$ cat src/rtl/fetch_stage.sv
// Instruction-fetch stage: owns the PC, drives the combinational instruction ROM
// and captures the returned word into the IF/ID pipeline register.
module fetch_stage #(
  parameter logic [31:0] RESET_PC = 32'h8000_0000,
  parameter logic [31:0] IRQ_PC   = 32'h8000_0004,
  parameter logic [31:0] ILLOP_PC = 32'h8000_0008
) (
  input  logic        clk,
  input  logic        reset,
  output logic [31:0] imem_addr,
  input  logic [31:0] imem_data,
  input  logic        stall,
  input  logic        branch_taken,
  input  logic [31:0] branch_target,
  input  logic        jump_taken,
  input  logic [31:0] jump_target,
  input  logic        illop,
  input  logic        irq,
  output logic        ifid_valid,
  output logic [31:0] ifid_inst,
  output logic [31:0] ifid_pc,
  output logic [31:0] ifid_pc4,
  output logic        exc_taken,
  output logic [31:0] exc_epc
);

  typedef struct packed {
    logic        valid;
    logic [31:0] inst;
    logic [31:0] pc;
    logic [31:0] pc4;
  } ifid_t;

  typedef enum logic [2:0] {
    SRC_BRANCH,
    SRC_ILLOP,
    SRC_JUMP,
    SRC_IRQ,
    SRC_STALL,
    SRC_SEQ
  } src_e;

  logic [31:0] pc, pc_next, pc_seq;
  ifid_t       ifid, ifid_next;
  logic        exc_next;
  logic [31:0] epc_next;
  src_e        src;

  assign pc_seq    = pc + 32'd4;
  assign imem_addr = pc;

  // Priority arbitration; illop and jump only count for a real instruction in IF/ID,
  // and interrupts are masked while running supervisor code (PC[31] set).
  always_comb begin
    if (branch_taken)                      src = SRC_BRANCH;
    else if (illop && ifid.valid)          src = SRC_ILLOP;
    else if (jump_taken && ifid.valid)     src = SRC_JUMP;
    else if (irq && !pc[31] && !stall)     src = SRC_IRQ;
    else if (stall)                        src = SRC_STALL;
    else                                   src = SRC_SEQ;
  end

  // NOTE: every output of this block is given a default first, so no path can
  // leave a value unassigned and infer a latch.
  always_comb begin
    pc_next   = pc;
    ifid_next = ifid;
    exc_next  = 1'b0;
    epc_next  = exc_epc;
    case (src)
      SRC_BRANCH: begin
        pc_next         = branch_target;
        ifid_next.valid = 1'b0;
        ifid_next.inst  = '0;
      end
      SRC_ILLOP: begin
        pc_next         = ILLOP_PC;
        ifid_next.valid = 1'b0;
        ifid_next.inst  = '0;
        exc_next        = 1'b1;
        epc_next        = ifid.pc4;
      end
      SRC_JUMP: begin
        pc_next         = jump_target;
        ifid_next.valid = 1'b0;
        ifid_next.inst  = '0;
      end
      SRC_IRQ: begin
        // The fetched word is dropped; the handler returns to epc-4 to re-execute it.
        pc_next         = IRQ_PC;
        ifid_next.valid = 1'b0;
        ifid_next.inst  = '0;
        exc_next        = 1'b1;
        epc_next        = pc_seq;
      end
      SRC_STALL: begin
        pc_next   = pc;
        ifid_next = ifid;
      end
      default: begin
        pc_next   = pc_seq;
        ifid_next = '{valid: 1'b1, inst: imem_data, pc: pc, pc4: pc_seq};
      end
    endcase
  end

  // NOTE: state registers use non-blocking assignments so every flop samples the
  // values from before the edge, independent of statement order.
  always_ff @(posedge clk or posedge reset) begin
    if (reset) begin
      pc        <= RESET_PC;
      ifid      <= '0;
      exc_taken <= 1'b0;
      exc_epc   <= '0;
    end else begin
      pc        <= pc_next;
      ifid      <= ifid_next;
      exc_taken <= exc_next;
      exc_epc   <= epc_next;
    end
  end

  assign ifid_valid = ifid.valid;
  assign ifid_inst  = ifid.inst;
  assign ifid_pc    = ifid.pc;
  assign ifid_pc4   = ifid.pc4;

endmodule

$ cat config.mk
export PLATFORM = sky130hd
export DESIGN_NAME = fetch_stage
export DESIGN_NICKNAME = d
export VERILOG_FILES = /design/src/rtl/fetch_stage.sv
export SDC_FILE = /design/constraint.sdc
export NUM_CORES = 1
export LEC_CHECK = 0
export BUFFER_PORTS_ARGS = -buffer_cell sky130_fd_sc_hd__buf_2
export CAP_MARGIN = 20
export CORE_ASPECT_RATIO = 1.5
export CORE_UTILIZATION = 54
export DETAILED_ROUTE_END_ITERATION = 6
export PLACE_DENSITY_LB_ADDON = 0.08
export SLEW_MARGIN = 20
export SYNTH_ARGS = -nofsm -noshare
export SYNTH_HDL_FRONTEND = slang
export SYNTH_SLANG_ARGS = --single-unit
$ cat constraint.sdc
create_clock -name clk -period 13.01 [get_ports clk]
set_input_delay 1.301 -clock clk [delete_from_list [all_inputs] [get_ports clk]]
set_output_delay 1.301 -clock clk [all_outputs]
set_load 0.01 [all_outputs]
Yosys cells after proc, flatten, opt, wreduce, memory -nomap -nowiden --
Index checks and enable logic that the tools add are counted. W data, S select, Z words.
Cells by class: div/mod/pow operators 0, equal/unequal tests 4, magnitude comparators 0, bitwise logic cells 0, shifts and indexed selects 0, $mul 0, reduce and logical (&&, ||, !) cells 11, mux-type cells 9, add/subtract/negate cells 1
Operators by type and width (count):
- $pmux W32 S5 | 1
- $pmux W33 S2 | 1
- $pmux W32 S2 | 1
- $add A32 B3 Y32 const B | 1
- $mux W3 | 4
- $eq A3 B2 Y1 const B | 2
- $reduce_or A5 Y1 | 1
- $logic_and A1 B1 Y1 | 4
- $reduce_or A4 Y1 | 1
- $eq A3 B1 Y1 const B | 1
- $eq A3 B3 Y1 const B | 1
- $logic_not A3 Y1 | 1
- $logic_not A1 Y1 | 2
- $mux W1 | 2
- $reduce_bool A2 Y1 | 1
- $reduce_or A2 Y1 | 1
Word-level totals: output and inout port bits 162, bits in writable memories 0, bits in latches 0, word-level logic and storage cells 32, register bits after elaboration 162, bits in read-only memories 0, memories kept 0

Logic depth before layout (Yosys ltp) --
word-level depth 10, depth in mapped cells 8, mapped depth without buffers 6

Worst setup path before layout --
OpenSTA, ideal clock, no wires.
path type input to register, start point input stall, end point register exc_epc[10], setup time 0.133 ns, data arrival time 2.690 ns, stages 6, slack 10.187 ns, required time 12.877 ns, cells stage by stage or3b_1 > and2_1 > clkbuf_1 > nor3_2 > clkbuf_1 > a21oi_1
Between the ends: longest elaborated chain between the ends 8, elaborated cells between the ends (all ways) 11, classes of those cells eq/ne (2); mux (6); reduce/logical (3)
Ends and longest elaborated chain:
- from (decl) | RTL line 12 | input logic stall,
- $logic_not A1 Y1 | RTL line 58 | else if (irq && !pc[31] && !stall) src = SRC_IRQ;
- $logic_and A1 B1 Y1 | RTL line 58
- $mux W3 (*) | RTL line 58
- $mux W3 (*) | RTL line 57 | else if (jump_taken && ifid.valid) src = SRC_JUMP;
- $mux W3 (*) | RTL line 56 | else if (illop && ifid.valid) src = SRC_ILLOP;
- $mux W3 (*) | RTL line 55 | if (branch_taken) src = SRC_BRANCH;
- $eq A3 B2 Y1 or $eq A3 B1 Y1 (tied branches) | RTL line 70 | case (src)
- $pmux W32 S2 or $reduce_bool A2 Y1 (tied branches)
- to (signal assigned) | RTL line 119 | exc_epc <= epc_next;
- to (decl) | RTL line 24 | output logic [31:0] exc_epc
Mark *: on every way between the ends. The rest lies on a longest branch, timed or not. A chain may end at the register's enable or synchronous reset.

Worst setup path in the final report --
start point input branch_taken, end point register pc[2], in the netlist imem_addr[2]
Between the ends: longest elaborated chain between the ends 3, elaborated cells between the ends (all ways) 7, classes of those cells eq/ne (4); mux (2); reduce/logical (1)
Ends and longest elaborated chain:
- from (decl) | RTL line 13 | input logic branch_taken,
- $mux W3 (*) | RTL line 55
- $eq A3 B3 Y1, or another cell as far along | RTL line 70
- $pmux W32 S5 | RTL line 70
- to (signal assigned) | RTL line 116 | pc <= pc_next;
- to (decl) | RTL line 43 | logic [31:0] pc, pc_next, pc_seq;
Marks and branches as above.

==> out/results.md <==
Outcome
• completed — outcome

Routing
• 0 — DRC violations left
• 5 — first-pass iteration count of the detailed router
• 18.5 microns — mean routed wirelength per cell
• 6599 — via count of the routed design
• 21400 microns — post-detailed-routing wire length
• 5.71 — via density per instance
• 400 — DRC violation total after the first TritonRoute iteration
• 0 — Routed Antenna Nets

Die
• 51 — Std-Cell Rows
• 265 — number of top-level pins
• 55.7% — starting density of the core
• 144 microns — Die Ht
• 96.8 microns — die width
• 14000 sq um — floorplan die area
• 13100 sq um — CORE AREA

Setup path
• buf_2 — crit path max-delay cell type
• buffers and inverters — kind of cell adding the most delay to the critical path
• nor2_1 — crit-path most repeated cell
• 10.22 ns — flop-to-flop setup slack
• 2 — CP Buf/Inv Count
• register — element type at the critical path end
• 13.30 ns — worst path required time
• imem_addr[2]$_DFFE_PP0P_ — launch instance of the worst register-to-register path
• buf_2 > nor2_1 > nand3_4 > buf_4 > nor2_1 > a221oi_1 > o31ai_1 — critical path cell sequence
• 0.73 ns — Max stage delay on crit path
• input port — startpoint type of the worst setup path
• 68 — Crit Path Max Fanout
• 3.85 ns — worst endpoint data arrival time
• 6 — length in cells of the worst reg-to-reg path
• in -> reg — critical setup path kind
• imem_addr[22]$_DFFE_PP0P_ — destination of the worst register-to-register timing path

Timing
• 0 ns — final setup TNS
• 0.00970 ns — Fin Clk Skew
• no — setup repair after global routing missed its margin
• 1.16 ns — slew at the pin with the worst max-slew slack
• 3.56 ns — final critical-path required period
• 0 — Final Setup Violations
• 27.3% — final critical-path share of the clock period
• 0 — Final Max Slew Viols
• 0 — final-report hold violation count
• 22.0% — worst slew slack as a fraction of its limit
• 0.281 GHz — Highest Clock Rate

Place
• 1124 — Cell Count Post-Placement
• 8640 sq um — area after detailed placement
• 0.852 — Final Wtd Congestion
• 264 — count of input and output buffers
• 14600 microns — post-detail-place hpwl

GRT
• 30.8% — GRT Util Overall
• 0 — antenna violations before repair
• 6357 — number of global-route vias before repair
• 33200 microns — global-route wire length before repair
• 0 — overall overflow remaining after global route
• 97 — maximum number of pins on one net before global-route repair

Clocking
• 0 — Hold Buf Count CTS
• 0.07 ns — clock transition time at the flip-flop clock pins of the worst setup and hold paths
• 160 — count of clock tree sinks
• 0 — number of resized instances in the post-cts repair step
• 0 — count of buffers added by post-CTS timing repair for setup
• 17 — number of buffers added by the clock tree synthesis step
• yes — CTS tree
• clkbuf_16 — root buffer selected by CTS
• 0.43 ns — worst-skew pair later-pin latency
• 4 — H-Tree Level Count
• 2 — maximum number of buffers from clock root to sink

Cells and area
• 0 — ANT cells
• 1156 — filler-free cell count of the finished design
• 26.7% — relative area change from synthesis to final layout
• 1088 — Post-layout nets
• 9230 sq um — final design instance area without fill
• 32.3% — fraction of final layout cells with drive strength greater than 1

Logic synthesis
• 856 — net count after synthesis
• 55.0% — Seq/Total Area, Yosys
• 0 — Post-synth EDFFs
• dfrtp_1 — cell taking the most area after synthesis
• 752 — instance count of the mapped netlist
• nand2_1 (208), dfrtp_1 (159), clkbuf_1 (46) — most instantiated cells after synthesis
• 9.69 sq um — Syn Area/Cell
• 100% — Async SR Flop Fraction
• dfrtp_1 (55%), nand2_1 (11%), a22o_1 (3.8%) — main area contributors after synthesis
• 58 — number of different library cells in the post-synthesis netlist
• nand2_1 — cell with the most instances after synthesis
• 160 — Seq cells post-synth
• 7290 sq um — post-synthesis instance area
• 54.6% — area fraction of the dominant cell type after synthesis
• dfrtp_1 — Most used DFF post-synth
• 0 — number of warnings printed during yosys synthesis

Run
• 0 — maximum capacitance violations

Worst hold path
• reg -> reg — min-delay worst type
• 2 — Hold Path Stages
• ifid_pc[29]$_DFFE_PP0N_ — end of the worst hold path
• ifid_pc[29]$_DFFE_PP0N_ — startpoint of the worst hold path

Power and ir drop
• 169 nW/um^2 — total power per unit cell area
• 0.0000964 V — highest ir drop seen on vdd
• 4.72 nW — Lkg Pwr

[layout by cell type (no fill, tap or decap), types with 17 or more instances in the layout]
cell / n
buf_2: 264
nand2_1: 207
dfrtp_1: 159
o21ai_0: 37
a21oi_1: 33
a22o_1: 32
nor2_1: 26
and3_1: 25
xnor2_1: 23
clkbuf_16: 17
[layer usage]
metal | global-route usage (%) | part of all wire (%) | up-vias
met2 | 52.7 | 52 | 315
met1 | 39.4 | 39 | 3160
met4 | 12.9 | 2.3 | 0
met5 | 0 | 0 | -
met3 | 4.54 | 7.1 | 33
li1 | - | - | 3091
[tightest hold or removal path, stage by stage (launching register included)]
cell	delay, ns
dfrtp_1	0.34
nand2_1	0.05
nand2_1	0.05
[sequential cells by signal, summed over array words and instances (netlist names)]
signal,cells
ifid_inst,32
imem_addr,32
exc_taken,1
ifid_pc4,30
ifid_valid,1
ifid_pc,32
exc_epc,32
[where the power goes]
part	leakage, nW	internal, mW	switching, mW	total, mW
sequential	2.01	0.600	0.0850	0.685
combinational	2.43	0.163	0.214	0.377
clock	0.284	0.276	0.219	0.494
total	4.72	1.04	0.518	1.56
[metrics by stage]
| stage | power, mW | setup slack, ns | utilization (%) | hold slack, ns |
|---|---|---|---|---|
| global route | 1.64 | 9.15 | 70.6 | 0.496 |
| floorplan | 0.893 | 7.39 | - | 0.486 |
| detailed placement | 1.07 | 9.03 | 66.1 | 0.458 |
| finish | 1.56 | 9.45 | 70.6 | 0.472 |
| global placement | 1.06 | 9.03 | 66.1 | 0.454 |
| CTS | 1.56 | 9.46 | 70.5 | 0.474 |
[logic make-up (layout without fill, tap and decap cells)]
group	Yosys count	after routing	synth area share, %
AND/OR/NAND/NOR	316	316	19.6
AO/OA/AOI/OAI	161	161	15.5
flip-flops	160	160	55.0
buffers and inverters	69	314	3.95
XOR/XNOR	28	28	3.37
multiplexers	17	17	2.35
adder cells (fa/ha/maj)	1	1	0.172
[worst max path at each step]
stage                      start                  endpoint  slack [ns]  cells after the start
floorplan                  reset    exc_epc[0]$_DFFE_PP0P_        7.39                      1
global placement    branch_taken  imem_addr[2]$_DFFE_PP0P_        9.03                      7
detailed placement  branch_taken  imem_addr[2]$_DFFE_PP0P_        9.03                      7
CTS                 branch_taken  imem_addr[2]$_DFFE_PP0P_        9.46                      7
global route        branch_taken  imem_addr[2]$_DFFE_PP0P_        9.15                      7
finish              branch_taken  imem_addr[2]$_DFFE_PP0P_        9.45                      7
[cell type report]
type / count / area (sq um)
Timing Repair Buffer: 270 / 1370
Clock inverter: 14 / 145
Inverter: 12 / 50.0
Sequential cell: 160 / 4010
Fill cell: 1054 / 3850
Tap cell: 159 / 199
Multi-Input combinational cell: 523 / 3020
Clock buffer: 18 / 439
Note: power is estimated with default switching activity, not from simulation.
